**src/rtl/mem_stage_if.sv**
```systemverilog
// EXE -> MEM handshake bus: one instruction offered per cycle, accepted on valid & allowin.
interface mem_stage_if;
    logic        es_to_ms_valid;
    logic        ms_allowin;
    logic [31:0] es_pc;
    logic [31:0] es_result;
    logic [4:0]  es_dest;
    logic        es_gr_we;
    logic        es_mem_re;
    logic        es_mem_we;
    logic [4:0]  es_ld_op;
    logic        es_req_sent;
    logic        es_ex;

    modport master (
        output es_to_ms_valid, es_pc, es_result, es_dest, es_gr_we,
               es_mem_re, es_mem_we, es_ld_op, es_req_sent, es_ex,
        input  ms_allowin
    );

    modport slave (
        input  es_to_ms_valid, es_pc, es_result, es_dest, es_gr_we,
               es_mem_re, es_mem_we, es_ld_op, es_req_sent, es_ex,
        output ms_allowin
    );
endinterface

```
**src/rtl/mem_stage.sv**
```systemverilog
// MEM pipeline stage: waits for data-SRAM responses, extracts load data, forwards to WB,
// and discards late responses belonging to requests orphaned by a flush.
module mem_stage #(
    parameter int CANCEL_W = 2
) (
    input  logic        clk,
    input  logic        reset,
    mem_stage_if.slave  es,
    input  logic        ws_allowin,
    input  logic        data_sram_data_ok,
    input  logic [31:0] data_sram_rdata,
    input  logic        flush,
    output logic        ms_to_ws_valid,
    output logic [31:0] ms_pc,
    output logic [31:0] ms_final_result,
    output logic [4:0]  ms_dest,
    output logic        ms_gr_we,
    output logic        ms_ex,
    output logic        ms_fwd_we,
    output logic        ms_fwd_blocking,
    output logic        out_ms_valid
);

    localparam logic [CANCEL_W-1:0] CANCEL_MAX = '1;

    logic                ms_valid_q, ms_valid_d;
    logic                wait_resp_q, wait_resp_d;
    logic                buf_valid_q, buf_valid_d;
    logic [31:0]         rbuf_q, rbuf_d;
    logic [CANCEL_W-1:0] cancel_cnt_q, cancel_cnt_d;
    logic [31:0]         pc_q, pc_d;
    logic [31:0]         result_q, result_d;
    logic [4:0]          dest_q, dest_d;
    logic                gr_we_q, gr_we_d;
    logic                mem_re_q, mem_re_d;
    logic                mem_we_q, mem_we_d;
    logic [4:0]          ld_op_q, ld_op_d;
    logic                ex_q, ex_d;

    logic                data_ok_live;
    logic                ms_data_ready;
    logic                ms_ready_go;
    logic                accept;
    logic                inc_own;
    logic                inc_offered;
    logic                dec_orphan;
    logic [CANCEL_W+1:0] cancel_sum;
    logic [31:0]         load_src;
    logic [7:0]          ld_byte;
    logic [15:0]         ld_half;

    // A response only belongs to the current instruction once all orphaned ones have drained.
    assign data_ok_live   = data_sram_data_ok & (cancel_cnt_q == '0);
    assign ms_data_ready  = ~wait_resp_q | data_ok_live;
    assign ms_ex          = ms_valid_q & ex_q;
    assign ms_ready_go    = ms_ex | ms_data_ready;
    assign es.ms_allowin  = ~ms_valid_q | (ms_ready_go & ws_allowin);
    assign accept         = es.es_to_ms_valid & es.ms_allowin & ~flush;

    assign ms_to_ws_valid  = ms_valid_q & ms_ready_go & ~flush;
    assign out_ms_valid    = ms_valid_q;
    assign ms_pc           = pc_q;
    assign ms_dest         = dest_q;
    assign ms_gr_we        = ms_valid_q & gr_we_q & ~ex_q;
    assign ms_fwd_we       = ms_gr_we & (dest_q != 5'd0);
    assign ms_fwd_blocking = ms_fwd_we & mem_re_q & ~ms_data_ready & ~buf_valid_q;

    assign inc_own     = flush & wait_resp_q & ~data_ok_live;
    assign inc_offered = flush & es.es_to_ms_valid & es.es_req_sent & ~es.es_ex;
    assign dec_orphan  = data_sram_data_ok & (cancel_cnt_q != '0);

    always_comb begin
        cancel_sum   = {2'b00, cancel_cnt_q}
                     + {{(CANCEL_W+1){1'b0}}, inc_own}
                     + {{(CANCEL_W+1){1'b0}}, inc_offered}
                     - {{(CANCEL_W+1){1'b0}}, dec_orphan};
        cancel_cnt_d = cancel_sum[CANCEL_W-1:0];
        if (cancel_sum > {2'b00, CANCEL_MAX}) begin
            cancel_cnt_d = CANCEL_MAX;
        end
    end

    always_comb begin
        ms_valid_d  = ms_valid_q;
        wait_resp_d = wait_resp_q;
        buf_valid_d = buf_valid_q;
        rbuf_d      = rbuf_q;
        pc_d        = pc_q;
        result_d    = result_q;
        dest_d      = dest_q;
        gr_we_d     = gr_we_q;
        mem_re_d    = mem_re_q;
        mem_we_d    = mem_we_q;
        ld_op_d     = ld_op_q;
        ex_d        = ex_q;

        if (flush) begin
            ms_valid_d  = 1'b0;
            wait_resp_d = 1'b0;
            buf_valid_d = 1'b0;
        end else if (es.ms_allowin) begin
            ms_valid_d  = es.es_to_ms_valid;
            wait_resp_d = 1'b0;
            buf_valid_d = 1'b0;
            if (accept) begin
                wait_resp_d = es.es_req_sent & ~es.es_ex;
                pc_d        = es.es_pc;
                result_d    = es.es_result;
                dest_d      = es.es_dest;
                gr_we_d     = es.es_gr_we;
                mem_re_d    = es.es_mem_re;
                mem_we_d    = es.es_mem_we;
                ld_op_d     = es.es_ld_op;
                ex_d        = es.es_ex;
            end
        end else if (wait_resp_q & data_ok_live) begin
            // WB is stalled: park the response so it survives rdata changing.
            wait_resp_d = 1'b0;
            buf_valid_d = 1'b1;
            rbuf_d      = data_sram_rdata;
        end
    end

    always_comb begin
        load_src = buf_valid_q ? rbuf_q : data_sram_rdata;
        case (result_q[1:0])
            2'd0:    ld_byte = load_src[7:0];
            2'd1:    ld_byte = load_src[15:8];
            2'd2:    ld_byte = load_src[23:16];
            default: ld_byte = load_src[31:24];
        endcase
        ld_half = result_q[1] ? load_src[31:16] : load_src[15:0];

        ms_final_result = result_q;
        if (mem_re_q & ~mem_we_q & ~ex_q) begin
            case (ld_op_q)
                5'b10000: ms_final_result = {{24{ld_byte[7]}}, ld_byte};
                5'b01000: ms_final_result = {24'd0, ld_byte};
                5'b00100: ms_final_result = {{16{ld_half[15]}}, ld_half};
                5'b00010: ms_final_result = {16'd0, ld_half};
                5'b00001: ms_final_result = load_src;
                default:  ms_final_result = result_q;
            endcase
        end
    end

    always_ff @(posedge clk or negedge reset) begin
        if (!reset) begin
            ms_valid_q   <= 1'b0;
            wait_resp_q  <= 1'b0;
            buf_valid_q  <= 1'b0;
            rbuf_q       <= '0;
            cancel_cnt_q <= '0;
            pc_q         <= '0;
            result_q     <= '0;
            dest_q       <= '0;
            gr_we_q      <= 1'b0;
            mem_re_q     <= 1'b0;
            mem_we_q     <= 1'b0;
            ld_op_q      <= '0;
            ex_q         <= 1'b0;
        end else begin
            ms_valid_q   <= ms_valid_d;
            wait_resp_q  <= wait_resp_d;
            buf_valid_q  <= buf_valid_d;
            rbuf_q       <= rbuf_d;
            cancel_cnt_q <= cancel_cnt_d;
            pc_q         <= pc_d;
            result_q     <= result_d;
            dest_q       <= dest_d;
            gr_we_q      <= gr_we_d;
            mem_re_q     <= mem_re_d;
            mem_we_q     <= mem_we_d;
            ld_op_q      <= ld_op_d;
            ex_q         <= ex_d;
        end
    end

endmodule
```
**src/flat_wrapper.sv**
```systemverilog
// flat-port wrapper written by rule: the top's interface ports become plain ports
module mem_stage_flat 
#(
    parameter int CANCEL_W = 2
)
  (clk, reset, ws_allowin, data_sram_data_ok, data_sram_rdata, flush, ms_to_ws_valid, ms_pc, ms_final_result, ms_dest, ms_gr_we, ms_ex, ms_fwd_we, ms_fwd_blocking, out_ms_valid, es_es_to_ms_valid, es_es_pc, es_es_result, es_es_dest, es_es_gr_we, es_es_mem_re, es_es_mem_we, es_es_ld_op, es_es_req_sent, es_es_ex, es_ms_allowin);
  mem_stage_if es_i ();
  input  logic clk;
  input  logic reset;
  input  logic ws_allowin;
  input  logic data_sram_data_ok;
  input  logic [31:0] data_sram_rdata;
  input  logic flush;
  output logic ms_to_ws_valid;
  output logic [31:0] ms_pc;
  output logic [31:0] ms_final_result;
  output logic [4:0] ms_dest;
  output logic ms_gr_we;
  output logic ms_ex;
  output logic ms_fwd_we;
  output logic ms_fwd_blocking;
  output logic out_ms_valid;
  input wire logic [$bits(es_i.es_to_ms_valid)-1:0] es_es_to_ms_valid;
  input wire logic [$bits(es_i.es_pc)-1:0] es_es_pc;
  input wire logic [$bits(es_i.es_result)-1:0] es_es_result;
  input wire logic [$bits(es_i.es_dest)-1:0] es_es_dest;
  input wire logic [$bits(es_i.es_gr_we)-1:0] es_es_gr_we;
  input wire logic [$bits(es_i.es_mem_re)-1:0] es_es_mem_re;
  input wire logic [$bits(es_i.es_mem_we)-1:0] es_es_mem_we;
  input wire logic [$bits(es_i.es_ld_op)-1:0] es_es_ld_op;
  input wire logic [$bits(es_i.es_req_sent)-1:0] es_es_req_sent;
  input wire logic [$bits(es_i.es_ex)-1:0] es_es_ex;
  output wire logic [$bits(es_i.ms_allowin)-1:0] es_ms_allowin;
  assign es_i.es_to_ms_valid = es_es_to_ms_valid;
  assign es_i.es_pc = es_es_pc;
  assign es_i.es_result = es_es_result;
  assign es_i.es_dest = es_es_dest;
  assign es_i.es_gr_we = es_es_gr_we;
  assign es_i.es_mem_re = es_es_mem_re;
  assign es_i.es_mem_we = es_es_mem_we;
  assign es_i.es_ld_op = es_es_ld_op;
  assign es_i.es_req_sent = es_es_req_sent;
  assign es_i.es_ex = es_es_ex;
  assign es_ms_allowin = es_i.ms_allowin;
  mem_stage #(.CANCEL_W(CANCEL_W)) u_core (.clk(clk), .reset(reset), .es(es_i), .ws_allowin(ws_allowin), .data_sram_data_ok(data_sram_data_ok), .data_sram_rdata(data_sram_rdata), .flush(flush), .ms_to_ws_valid(ms_to_ws_valid), .ms_pc(ms_pc), .ms_final_result(ms_final_result), .ms_dest(ms_dest), .ms_gr_we(ms_gr_we), .ms_ex(ms_ex), .ms_fwd_we(ms_fwd_we), .ms_fwd_blocking(ms_fwd_blocking), .out_ms_valid(out_ms_valid));
endmodule
```
**config.mk**
```make
export PLATFORM = sky130hd
export DESIGN_NAME = mem_stage_flat
export DESIGN_NICKNAME = d
export VERILOG_FILES = /design/src/rtl/mem_stage_if.sv /design/src/rtl/mem_stage.sv /design/src/flat_wrapper.sv
export SDC_FILE = /design/constraint.sdc
export NUM_CORES = 1
export LEC_CHECK = 0
export ABC_AREA = 1
export CORE_MARGIN = 2
export CORE_UTILIZATION = 42
export DETAILED_ROUTE_END_ITERATION = 6
export PLACE_DENSITY = 0.72
export SLEW_MARGIN = 15
export SYNTH_ARGS = -nofsm -noshare
export SYNTH_HDL_FRONTEND = slang
export SYNTH_SLANG_ARGS = --single-unit
```
**constraint.sdc**
```tcl
create_clock -name clk -period 2.8 [get_ports clk]
set_input_delay 0.56 -clock clk [delete_from_list [all_inputs] [get_ports clk]]
set_output_delay 0.56 -clock clk [all_outputs]
set_load 0.05 [all_outputs]
```
## Word-level counts from Yosys, hierarchy flattened

Index checks and enable logic that the tools add are counted.

- Order comparisons: 1
- $mul: 0
- Eq/ne operators: 7
- Multiplexer cells: 15
- Reductions and logical operators: 8
- Div/mod/pow operators: 0
- Bitwise gates (word level): 36
- Shift-type cells: 0
- $add $sub $neg: 3

Operator list:

| cell | count |
|---|---|
| $pmux W32 S5 | 1 |
| $mux W32 | 2 |
| $pmux W8 S3 | 1 |
| $and A1 B1 Y1 | 23 |
| $mux W16 | 1 |
| $not A1 Y1 | 10 |
| $mux W1 | 9 |
| $reduce_and A3 Y1 | 2 |
| $eq A5 B1 Y1 const B | 1 |
| $eq A5 B2 Y1 const B | 1 |
| $eq A5 B3 Y1 const B | 1 |
| $eq A5 B4 Y1 const B | 1 |
| $eq A5 B5 Y1 const B | 1 |
| $reduce_bool A5 Y1 | 1 |
| $add A4 B1 Y4 | 1 |
| $gt A4 B2 Y1 const B | 1 |
| $logic_not A2 Y1 | 2 |
| $reduce_bool A2 Y1 | 2 |
| $sub A4 B1 Y4 | 1 |
| $add A2 B1 Y3 | 1 |
| $or A1 B1 Y1 | 3 |
| $reduce_bool A3 Y1 | 1 |
| $eq A2 B1 Y1 const B | 1 |
| $eq A2 B2 Y1 const B | 1 |
| $mux W2 | 1 |

- Flip-flop bits (word level): 115
- Word-level logic and storage cells: 83
- Input bits: 117
- Memories: 0
- Bits in writable memories: 0
- Memory bits (read-only): 0
- Output and inout port bits: 76
- Bits in latches: 0

## Depth between registers and ports, before layout

- Word-level depth: 11
- Mapped depth: 15
- Mapped depth without buffers: 15

## Worst setup path before layout

Ideal clock, no wire load.

- Path type: register to output
- Start: register u_core.ms_valid_q (netlist: u_core.out_ms_valid)
- End: output port ms_fwd_blocking
- Data arrival time: 3.070 ns
- Path slack: -0.830 ns
- Stages on the path, launching flop included: 5
- Required time: 2.240 ns
- Path buffers: 0
- Path through: dfrtp_1 -> nand2_1 -> nor2_1 -> nand2_1 -> nor4_1

- Word-level cells in the longest chain between the ends: 6

RTL lines:

| what | line | source |
|---|---|---|
| start, declared | mem_stage.sv:26 | `logic ms_valid_q, ms_valid_d;` |
| start signal, assigned | mem_stage.sv:163 | `ms_valid_q <= ms_valid_d;` |
| $and A1 B1 Y1 (2 in a row) | mem_stage.sv:64 | `assign ms_gr_we = ms_valid_q & gr_we_q & ~ex_q;` |
| net ms_gr_we | flat_wrapper.sv:18 | `output logic ms_gr_we;` |
| $and A1 B1 Y1 | mem_stage.sv:65 | `assign ms_fwd_we = ms_gr_we & (dest_q != 5'd0);` |
| $and A1 B1 Y1 (3 in a row) | mem_stage.sv:66 | `assign ms_fwd_blocking = ms_fwd_we & mem_re_q & ~ms_data_ready & ~buf_valid_q;` |
| end, declared | flat_wrapper.sv:21 | `output logic ms_fwd_blocking;` |

The timed path passes the listed nets, and every way through them passes these cells.

## Worst setup path in the final report

- Start: register u_core.buf_valid_q
- End: output port ms_final_result[8]

- Word-level cells in the longest chain between the ends: 4
- Elaborated cells on any way between the ends: 5
- Those cells by class: mux: 5

RTL lines:

| what | line | source |
|---|---|---|
| start, declared | mem_stage.sv:28 | `logic buf_valid_q, buf_valid_d;` |
| start signal, assigned | mem_stage.sv:165 | `buf_valid_q <= buf_valid_d;` |
| $mux W32 * | mem_stage.sv:125 | `load_src = buf_valid_q ? rbuf_q : data_sram_rdata;` |
| $pmux W8 S3 or $mux W16 (tied branches) | mem_stage.sv:126, mem_stage.sv:132 |  |
| $pmux W32 S5 * | mem_stage.sv:136 | `case (ld_op_q)` |
| $mux W32 * | mem_stage.sv:135 | `if (mem_re_q & ~mem_we_q & ~ex_q) begin` |
| end, declared | flat_wrapper.sv:16 | `output logic [31:0] ms_final_result;` |

Mark *: on every way between the ends. The rest lies on a longest branch, timed or not.

==> reports/qor.csv <==
metric,value,unit
dieArea,0.0170,sq mm
setup_viol,0,
cts-root-buf,clkbuf_16,
std_cell_rows,46,
path_buf_inv,3,
yosysTopAreaCellShare,42.9,%
yosys-top-cells-area,"dfrtp_1 (43%), nand2_1 (22%), nand3_1 (8.1%)",
numCtsBuffers,17,
grt_use_total,26.1,%
vias_per_cell,5.00,
num_vias,6948,
yosysMostFrequentCell,nand2_1,
dp_hpwl,15.2,mm
wl,21.4,mm
cts_max_path_buffers,2,
postRouteAntennaNets,0,
critical_path.top_delay_family,simple AND/OR/NAND/NOR gates,
start_kind,flip-flop,
synth-seq-area-share,42.9,%
fmax,363,MHz
clk_pin_slew,0.06,ns
hold_buffers,0,
die_h,130,um
synthArstFlopShare,100,%
synth-seq-cells,115,
synth-edff-count,0,
syn-num-nets,1097,
crit_arrival,2.20,ns
grt_pass1_vias,6782,
grt_pass1_wl,34.4,mm
hold_violations,0,
wl_per_cell,15.4,um
clock_sinks,115,
synth_commonest_cells,"nand2_1 (392), dfrtp_1 (115), nand3_1 (108)",
dp_cells,1355,
pre_cts_slack,-0.0794,ns
routabilityCongestion,0.940,
setup_ws,0.0449,ns
synth_top_cell_by_area,dfrtp_1,
drt_iter0_drc,413,
slew_headroom,62.9,%
fill_cells,1395,
antenna_found_initial,0,
critPathMaxStageDelay,0.50,ns
io_buffers,192,
grt.overflow.total,0,
io_pins,193,
cts_tree,yes,
avgSynthCellArea,6.90,sq um
crit_chain,buf_4 -> nand2_1 -> and2_1 -> or2_1 -> nand3_2 -> buf_12 -> a21oi_2 -> buf_12,
holdCritPathClass,input port to asynchronous set/reset pin,
drive_above_1_share,14.2,%
drc,0,
antenna_cells,0,
syn-cell-area,0.00671,sq mm
syn2layout_area_growth,49.6,%
p_per_area,637,mW/mm^2
status,finished clean,
start_util,42.6,%
dr.pass1.iters,5,
worst_pin_slew,0.556,ns
nets,1284,
p_leak,5.07,nW
htree_levels,4,
synthDistinctLibCells,33,
cp_slowest_cell,dfrtp_2,
vdd_drop_max,450,uV
stdcell_count,1389,
cap_violations,0,
synth_warnings,0,
critical_path_class,flip-flop to output pin,
die_w,130,um
p_total,6.40,mW
rsz0062_at_grt,true,
grt_max_degree,76,
syn_inst,973,
cp-end-kind,output pin,
period_share,98.4,%
period_needed,2.76,ns
slew_violations,0,
worstPathRequired,2.24,ns
finClkSkew,0.00853,ns
core,0.0158,sq mm
cp_max_fo,24,
final_util,63.7,%
clkLatencyLatePin,0.42,ns
ys_dominant_reg_cell,dfrtp_1,
cpMostUsedCell,buf_12,
==> layer usage <==
metal | routed length, um | up-vias | track usage (%)
met4 | 567 | 0 | 8.95
li1 | - | 3441 | -
met2 | 10500 | 242 | 43.2
met3 | 1570 | 35 | 8.79
met1 | 8800 | 3230 | 32.1
met5 | 0 | - | 0
==> sequential cells by signal, summed over array words and instances, names as in the netlist <==
| name | count |
|---|---|
| u_core.result_q | 32 |
| u_core.mem_re_q | 1 |
| u_core.ms_pc | 32 |
| u_core.mem_we_q | 1 |
| u_core.ms_dest | 5 |
| u_core.ex_q | 1 |
| u_core.cancel_cnt_q | 2 |
| u_core.rbuf_q | 32 |
| u_core.out_ms_valid | 1 |
| u_core.ld_op_q | 5 |
| u_core.wait_resp_q | 1 |
| u_core.gr_we_q | 1 |
| u_core.buf_valid_q | 1 |
==> cells by family (layout without fill, tap and decap cells) <==
group                      count (synthesis)  count (layout)  synth area share (%)
adders and majority gates                  7               7                  1.42
and+or+nand+nor                          606             606                  37.0
AOI/OAI and AO/OA                        111             111                  9.45
buffers and inverters                    132             332                  8.98
xor gates and xnor gates                   2               2                 0.261
DFF                                      115             115                  42.9
==> worst paths after layout <==
kind,start,to,slack [ns],cells after the start
worst max register to register,u_core.cancel_cnt_q[1],u_core.cancel_cnt_q[0],0.57,13
min in group clk,u_core.ms_pc[30],u_core.ms_pc[30],0.47,2
worst max-delay path,u_core.buf_valid_q,ms_final_result[8],0.04,8
max in group asynchronous,reset,u_core.result_q[23],2.00,2
worst min-delay path,reset,u_core.result_q[6],0.13,1
worst min register to register,u_core.ms_pc[30],u_core.ms_pc[30],0.47,2
==> per-stage QoR <==
stage / hold WS (ns) / cell area (sq um) / TNS, ns
after floorplan: 0.264 / 6730 / 0
after global placement: 0.453 / 9280 / -0.342
after detailed placement: 0.458 / 9280 / -0.175
after CTS: 0.151 / 9910 / 0
after global routing: 0.156 / 10000 / -0.315
final: 0.131 / 10000 / 0
==> where the power goes <==
| group | internal, mW | switching, mW | total (mW) |
|---|---|---|---|
| Combinational | 0.929 | 1.34 | 2.27 |
| Sequential | 1.85 | 0.138 | 1.99 |
| Clock | 1.27 | 0.867 | 2.14 |
| Total | 4.05 | 2.35 | 6.40 |
==> layout by cell type (no fill, tap or decap), types with 2 or more instances in the layout <==
cell,instances
nand2_1,388
clkdlybuf4s50_1,156
dfrtp_1,112
nand3_1,107
nor2_1,74
inv_1,70
buf_12,42
a21oi_1,39
o21ai_0,36
buf_4,23
clkbuf_16,17
a21oi_2,16
nor2_2,13
nand2_2,8
o21ai_1,8
a21oi_4,8
ha_1,6
clkinv_4,6
inv_6,5
inv_2,3
nor2_4,3
dfrtp_2,3
inv_4,2
nand2_4,2
o21ai_2,2
nand4_1,2
and2_1,2
nand3_2,2
inv_8,2
buf_6,2
==> worst register-to-register path: stages (launching register included) <==
cell and delay (ns):
dfrtp_1 0.40, nor2_1 0.15, nand2_1 0.11, nand2_1 0.09, nor2_1 0.05, ha_1 0.19
inv_1 0.06, ha_1 0.24, inv_1 0.08, ha_1 0.23, a31oi_1 0.21, xor2_1 0.10
nor2_1 0.13, nand2_1 0.07
==> timing repair <==
action                                  CTS  global route
endpoints found under the hold margin     0             0
endpoints found under the setup margin   32            32
resized for setup                         8            34
cloned                                    0             0
setup buffers                             2             0
pin swaps                                 0             2
==> area by class of cell <==
class,instances,area [sq um],share of cell area [%]
clock inverters,14,145,1.44
clock buffers,18,439,4.37
well taps,216,270,2.69
repair buffers,224,2610,26.0
flip-flops and latches,115,2880,28.7
multi-input cells,726,3400,33.9
inverters,76,295,2.94
Note: power is estimated with default switching activity, not from simulation.
